### config.mk
export PLATFORM = sky130hd
export DESIGN_NAME = rr_output_arbiter
export DESIGN_NICKNAME = d
export VERILOG_FILES = /design/src/rtl/noc_arb_pkg.sv /design/src/rtl/rr_grant.sv /design/src/rtl/rr_output_arbiter.sv
export SDC_FILE = /design/constraint.sdc
export NUM_CORES = 1
export LEC_CHECK = 0
export ABC_AREA = 1
export CAP_MARGIN = 20
export CORE_AREA = 2 2 128 130
export DETAILED_ROUTE_END_ITERATION = 8
export DIE_AREA = 0 0 130 132
export HOLD_SLACK_MARGIN = 0.1
export PLACE_DENSITY_LB_ADDON = 0.3
export SYNTH_ARGS = -nofsm -noshare
export SYNTH_HDL_FRONTEND = slang
export SYNTH_SLANG_ARGS = --single-unit
### constraint.sdc
create_clock -name clk -period 2.6 [get_ports clk]
set_input_delay 0.52 -clock clk [delete_from_list [all_inputs] [get_ports clk]]
set_output_delay 0.52 -clock clk [all_outputs]
set_load 0.02 [all_outputs]
### src/rtl/noc_arb_pkg.sv
// rtl/noc_arb_pkg.sv - shared defaults, types and helpers for the output arbiter
package noc_arb_pkg;

    localparam int unsigned NUM_REQ_DEF = 4;
    localparam int unsigned DATA_W_DEF  = 64;
    localparam int unsigned ID_W_DEF    = $clog2(NUM_REQ_DEF);

    typedef logic [DATA_W_DEF-1:0] flit_t;
    typedef logic [ID_W_DEF-1:0]   src_id_t;

    function automatic int unsigned mod_inc(input int unsigned idx, input int unsigned n);
        return (idx + 1 >= n) ? 0 : idx + 1;
    endfunction

endpackage

### src/rtl/rr_grant.sv
// rtl/rr_grant.sv - combinational round-robin search starting at the pointer
module rr_grant
    import noc_arb_pkg::*;
#(
    parameter int unsigned NUM_REQ = NUM_REQ_DEF,
    parameter int unsigned ID_W    = $clog2(NUM_REQ)
) (
    input  logic [NUM_REQ-1:0] req_i,
    input  logic [ID_W-1:0]    ptr_i,
    output logic [NUM_REQ-1:0] grant_o,
    output logic [ID_W-1:0]    winner_o
);

    logic [ID_W:0]   sum;
    logic [ID_W-1:0] idx;
    logic            found;

    always_comb begin
        grant_o  = '0;
        winner_o = '0;
        found    = 1'b0;
        sum      = '0;
        idx      = '0;
        for (int k = 0; k < NUM_REQ; k++) begin
            sum = {1'b0, ptr_i} + (ID_W+1)'(k);
            if (sum >= (ID_W+1)'(NUM_REQ)) begin
                sum = sum - (ID_W+1)'(NUM_REQ);
            end
            idx = sum[ID_W-1:0];
            if (!found && req_i[idx]) begin
                found         = 1'b1;
                grant_o[idx]  = 1'b1;
                winner_o      = idx;
            end
        end
    end

endmodule

### src/rtl/rr_output_arbiter.sv
// rtl/rr_output_arbiter.sv - round-robin arbiter feeding one registered output stage
module rr_output_arbiter
    import noc_arb_pkg::*;
#(
    parameter int unsigned NUM_REQ = NUM_REQ_DEF,
    parameter int unsigned DATA_W  = DATA_W_DEF,
    parameter int unsigned ID_W    = $clog2(NUM_REQ)
) (
    input  logic                      clk,
    input  logic                      reset,
    input  logic                      arb_en,
    input  logic [NUM_REQ-1:0]        req_si,
    input  logic [NUM_REQ*DATA_W-1:0] req_di,
    output logic [NUM_REQ-1:0]        req_ri,
    input  logic                      out_ro,
    output logic                      out_so,
    output logic [DATA_W-1:0]         out_do,
    output logic [ID_W-1:0]           out_src
);

    logic              out_so_q, out_so_d;
    logic [DATA_W-1:0] out_do_q, out_do_d;
    logic [ID_W-1:0]   out_src_q, out_src_d;
    logic [ID_W-1:0]   rr_ptr_q, rr_ptr_d;

    logic [NUM_REQ-1:0] grant;
    logic [ID_W-1:0]    winner;
    logic               can_load;
    logic               load;
    logic [DATA_W-1:0]  sel_flit;

    rr_grant #(
        .NUM_REQ (NUM_REQ),
        .ID_W    (ID_W)
    ) u_grant (
        .req_i    (req_si),
        .ptr_i    (rr_ptr_q),
        .grant_o  (grant),
        .winner_o (winner)
    );

    // Register may load when empty or when its current flit leaves this same edge.
    assign can_load = arb_en & (~out_so_q | out_ro);
    assign req_ri   = can_load ? grant : '0;
    assign load     = |(req_si & req_ri);

    // One-hot AND-OR select keeps non-granted lanes (possibly X) out of the register.
    always_comb begin
        sel_flit = '0;
        for (int i = 0; i < NUM_REQ; i++) begin
            if (grant[i]) begin
                sel_flit = sel_flit | req_di[i*DATA_W +: DATA_W];
            end
        end
    end

    always_comb begin
        out_so_d  = out_so_q;
        out_do_d  = out_do_q;
        out_src_d = out_src_q;
        rr_ptr_d  = rr_ptr_q;
        if (load) begin
            out_so_d  = 1'b1;
            out_do_d  = sel_flit;
            out_src_d = winner;
            rr_ptr_d  = ID_W'(mod_inc(int'(winner), NUM_REQ));
        end else if (out_so_q && out_ro) begin
            out_so_d = 1'b0;
        end
    end

    always_ff @(posedge clk or negedge reset) begin
        if (!reset) begin
            out_so_q  <= 1'b0;
            out_do_q  <= '0;
            out_src_q <= '0;
            rr_ptr_q  <= '0;
        end else begin
            out_so_q  <= out_so_d;
            out_do_q  <= out_do_d;
            out_src_q <= out_src_d;
            rr_ptr_q  <= rr_ptr_d;
        end
    end

    assign out_so  = out_so_q;
    assign out_do  = out_do_q;
    assign out_src = out_src_q;

endmodule

Yosys cells after proc, flatten, opt, wreduce, memory -nomap -nowiden --
Cells that the tools add are included.
Storage, ports and cells: register bits after elaboration 69, bits of input ports 264, word-level logic and storage cells 87
Operators by class: $add $sub $neg 8, magnitude comparators 13, muxes and demuxes 39, bitwise logic cells 10, reductions and logical operators 13
Operators by type and width (number):
- 64-bit two-way mux | 4
- 64-bit OR | 3
- 4-bit two-way mux | 5
- 2-bit two-way mux | 9
- 1-bit two-way mux | 13
- 3-bit >= comparator (second input constant) | 4
- 2-bit by 3-bit < comparator with 1-bit output (second input constant) | 4
- 4-bit OR | 3
- 1-bit binary-select mux with 2-bit select | 4
- 1-bit demux with 2-bit select | 4
- 2-bit by 1-bit >= comparator with 1-bit output (second input constant) | 4
- 1-bit logical AND | 8
- 2-bit by 1-bit subtractor with 2-bit output (second input constant) | 4
- 2-bit by 1-bit adder with 3-bit output (second input constant) | 2
- 2-bit by 2-bit adder with 3-bit output (second input constant) | 2
- 4-bit AND | 1
- 4-bit OR reduction | 1
- 2-bit by 3-bit >= comparator with 1-bit output (second input constant) | 1
- 1-bit zero test | 3
- 2-bit nonzero test | 1
- 1-bit AND | 1
- 1-bit NOT | 1
- 1-bit OR | 1

Longest topological paths before layout --
word-level depth 21, depth in mapped cells 17

Hierarchy --
A second synthesis with hierarchy kept.
Second synthesis, totals: cells, all modules 736, area total of the unflattened synthesis 4725.8 um^2
Modules (own cells, without submodules):
- rr_output_arbiter | instances 1, cells each 663, area an instance 4286.6 um^2, seq. area each 1726.7 um^2
- rr_grant | instances 1, cells each 73, area an instance 439.2 um^2, seq. area each 0.0 um^2

Worst setup path before layout --
Ideal clock, no wire load.
kind register -> output, start point reg rr_ptr_q[1], end point out req_ri[1], arrival time 2.097 ns, data required time 2.080 ns, slack -0.017 ns, cell stages (with the launch flop) 14, path buffers 3, cells stage by stage dfrtp_1 > inv_1 > ha_1 > inv_1 > nand3_1 > nand2_1 > nor2_4 > buf_6 > nand3_1 > nand3_1 > buf_2 > buf_2 > nand2_1 > inv_1
On the way: word-level cells in the longest chain between the ends 15, elaborated cells between the ends (all ways) 60, those cells by class add/sub (7); order compare (12); mux (28); bitwise (3); reduce/logical (10)
RTL lines:
- from (decl) | RTL line rr_output_arbiter.sv:24 | logic [ID_W-1:0] rr_ptr_q, rr_ptr_d;
- from (signal assigned) | RTL line rr_output_arbiter.sv:82 | rr_ptr_q <= rr_ptr_d;
- parallel branches: the longest is 13 deep, another holds 2-bit by 1-bit adder with 3-bit output
- 4-bit two-way mux * | RTL line rr_grant.sv:30 | if (!found && req_i[idx]) begin
- 4-bit two-way mux * | RTL line rr_output_arbiter.sv:44 | assign req_ri = can_load ? grant : '0;
- to (decl) | RTL line rr_output_arbiter.sv:14 | output logic [NUM_REQ-1:0] req_ri,
Every way passes the cells marked *. The select of a mux whose other input is x is not followed.

==> qor.csv <==
stage,metric,value,unit
sta,min_period,2560,ps
global_routing,grt_pass1_wl,30000,microns
clock_network,ctsHoldBuffers,0,
floorplan,fp.dieH,132,microns
floorplan,core_area,0.0157,sq mm
synth,synth_area,0.00470,sq mm
sta,rsz0062_at_grt,true,
global_routing,grtUsageTotal,22.2,%
clock_network,cts_max_level,3,
routing,via_per_inst,4.69,
routing,num_vias,6119,
clock_network,cts_buffers,9,
power,power,12.1,mW
final_layout,final_cell_area,0.00895,sq mm
floorplan,rows,46,
setup_path,critPathMaxStageDelay,380,ps
synth,synth_area_per_cell,6.35,sq um
sta,hold_viol,0,
final_layout,final_cell_mix,"nand2_1 (475), clkdlybuf4s50_1 (325), dfrtp_1 (69)",
setup_path,critical_path.slowest_cell,dfrtp_1,
sta,min_period_over_period,98.5,%
sta,clock_skew,7.44,ps
floorplan,initial_core_util,29.9,%
clock_network,clk_latency,330,ps
synth,synth.top_cell.area_share,38.1,%
sta,fmax,0.390,GHz
setup_path,criticalPathCategory,flop to primary output,
run_status,status,completed,
final_layout,drive_above_1_share,9.29,%
placement,gp_congestion,0.802,
final_layout,final_common_cell,nand2_1,
routing,ant_nets,0,
routing,drcViolationCount,0,
sta,worst_pin_slew,908,ps
global_routing,grt_antenna_before_repair,1,
routing,first_pass_iters,5,
routing,routedWlPerCell,15.7,microns
power,power.leakage,4.09,nW
final_layout,nets,1353,
synth,yosysSeqAreaShare,36.8,%
global_routing,grt-ovfl-total,0,
sta,maxSlewHeadroom,39.5,%
placement,placed_area,0.00840,sq mm
placement,place_hpwl,14400,microns
synth,ys_seq_elements,69,
routing,wl,20500,microns
hold_path,hp-class,input port to async pin,
setup_path,cp_data_arrival_time,2040,ps
setup_path,start_kind,flop,
global_routing,grt_pass1_vias,6052,
synth,synth.distinct_cells,25,
setup_path,crit_required,2080,ps
synth,syn_inst,739,
floorplan,boundaryPins,335,
sta,setup_viol,0,
sta,final-max-slew-violation-count,0,
setup_path,cp_max_fo,5,
synth,ys_warn_count,0,
floorplan,fp.dieW,130,microns
power,power_density,1350,mW/mm^2
synth,synth.net_count,1010,
clock_network,clk_pin_slew,60,ps
floorplan,dieArea,0.0172,sq mm
setup_path,end_kind,primary output,
routing,drt_iter0_drc,213,
power,ir_worst_vdd,0.000679,V
clock_network,root_buffer,clkbuf_16,
setup_path,path_cells,inv_2 > ha_4 > buf_4 > nand3_1 > nand2_2 > nor2_4 > a21boi_2 > nand3_2 > nand2_1 > inv_1 > clkdlybuf4s15_2,
placement,portBuffers,334,
final_layout,area_delta_synth_final,90.7,%
clock_network,tritoncts,yes,
flow_run,maxCapViolCount,0,
synth,synth_area_leaders,"nand2_1 (38%), dfrtp_1 (37%), nand4_1 (8.5%), buf_2 (3.4%), nand3_1 (2.9%)",
synth,yosysTopAreaCell,nand2_1,
global_routing,grt_max_degree,70,
clock_network,clkSinkCount,69,
clock_network,cts_buffer_depth,2,
[logic make-up after synthesis]
family          Yosys count  share of synthesized area, %
simple gates            589                          52.7
xor+xnor                  1                         0.187
buf+inv                  60                          6.85
compound gates           13                          1.65
fa+ha+maj                 7                          1.87
flops                    69                          36.8
[through the flow]
stage / hold slack (ps) / TNS (ps) / cells / setup WS [ps] / utilization (%)
detailed placement: 464 / -21880 / 1274 / -387 / 53.4
floorplan: 224 / 0 / 739 / 29.3 / -
finish: 308 / 0 / 1304 / 39.1 / 57.0
global placement: 461 / -20160 / 1274 / -369 / 53.4
global route: 377 / -438 / 1304 / -71.0 / 57.0
CTS: 353 / 0 / 1293 / 0.361 / 55.7
[power breakdown]
group / leakage (nW) / internal (mW) / switching, mW
clock: 0.158 / 0.863 / 0.463
sequential: 0.877 / 1.59 / 0.246
combinational: 3.06 / 3.69 / 5.24
[critical path, delay by kind of cell (launching register included)]
kind	cells	cell delay [ps]
DFF	1	380
buffers and inverters	4	540
and+or+nand+nor	5	480
adders and majority gates	1	220
AOI/OAI and AO/OA	1	90
[cells in the mapped netlist, drive strengths merged]
master and n:
o21ai 6, nor2 4, nand2 493, a21oi 2
ha 7, nand3 28, nand4 64, dfrtp 69
inv 16, a21boi 4, clkbuf 4, buf 40
o21a 1, xnor2 1
[registers in the layout, summed over array words and instances, names as in the netlist, named ones only]
signal    count
out_src       2
out_so        1
out_do       64
rr_ptr_q      1
[final timing paths]
path	endpoint	slack [ps]	depth (start not counted)
max	req_ri[1]	40	11
min	out_do[11]$_DFFE_PN0P_	310	1
max reg2reg	out_do[37]$_DFFE_PN0P_	150	15
min reg2reg	out_do[32]$_DFFE_PN0P_	480	2
max in group asynchronous	out_do[37]$_DFFE_PN0P_	1690	1
min in group clk	out_do[32]$_DFFE_PN0P_	480	2
[area by class of cell]
| class | instances | area [sq um] |
|---|---|---|
| Clock buffer | 10 | 239 |
| Timing Repair Buffer | 375 | 3840 |
| Inverter | 16 | 60.1 |
| Multi-Input combinational cell | 611 | 2730 |
| Tap cell | 216 | 270 |
| Antenna cell | 1 | 2.50 |
| Fill cell | 1522 | 6760 |
| Clock inverter | 6 | 86.3 |
| Sequential cell | 69 | 1730 |
[metal layers]
metal	global-route usage, %	wire (microns)	vias up
met5	0	0	-
met4	9.74	652	0
met3	6.29	1770	43
met2	38.9	10100	297
met1	24.7	7950	2734
li1	-	-	3045
[repair_timing]
item	CTS	global route
cloned	1	6
pin swaps	3	6
setup endpoints to repair	5	72
buffers inserted	2	4
resized for setup	22	14
Power figures use the tool's default switching activity.
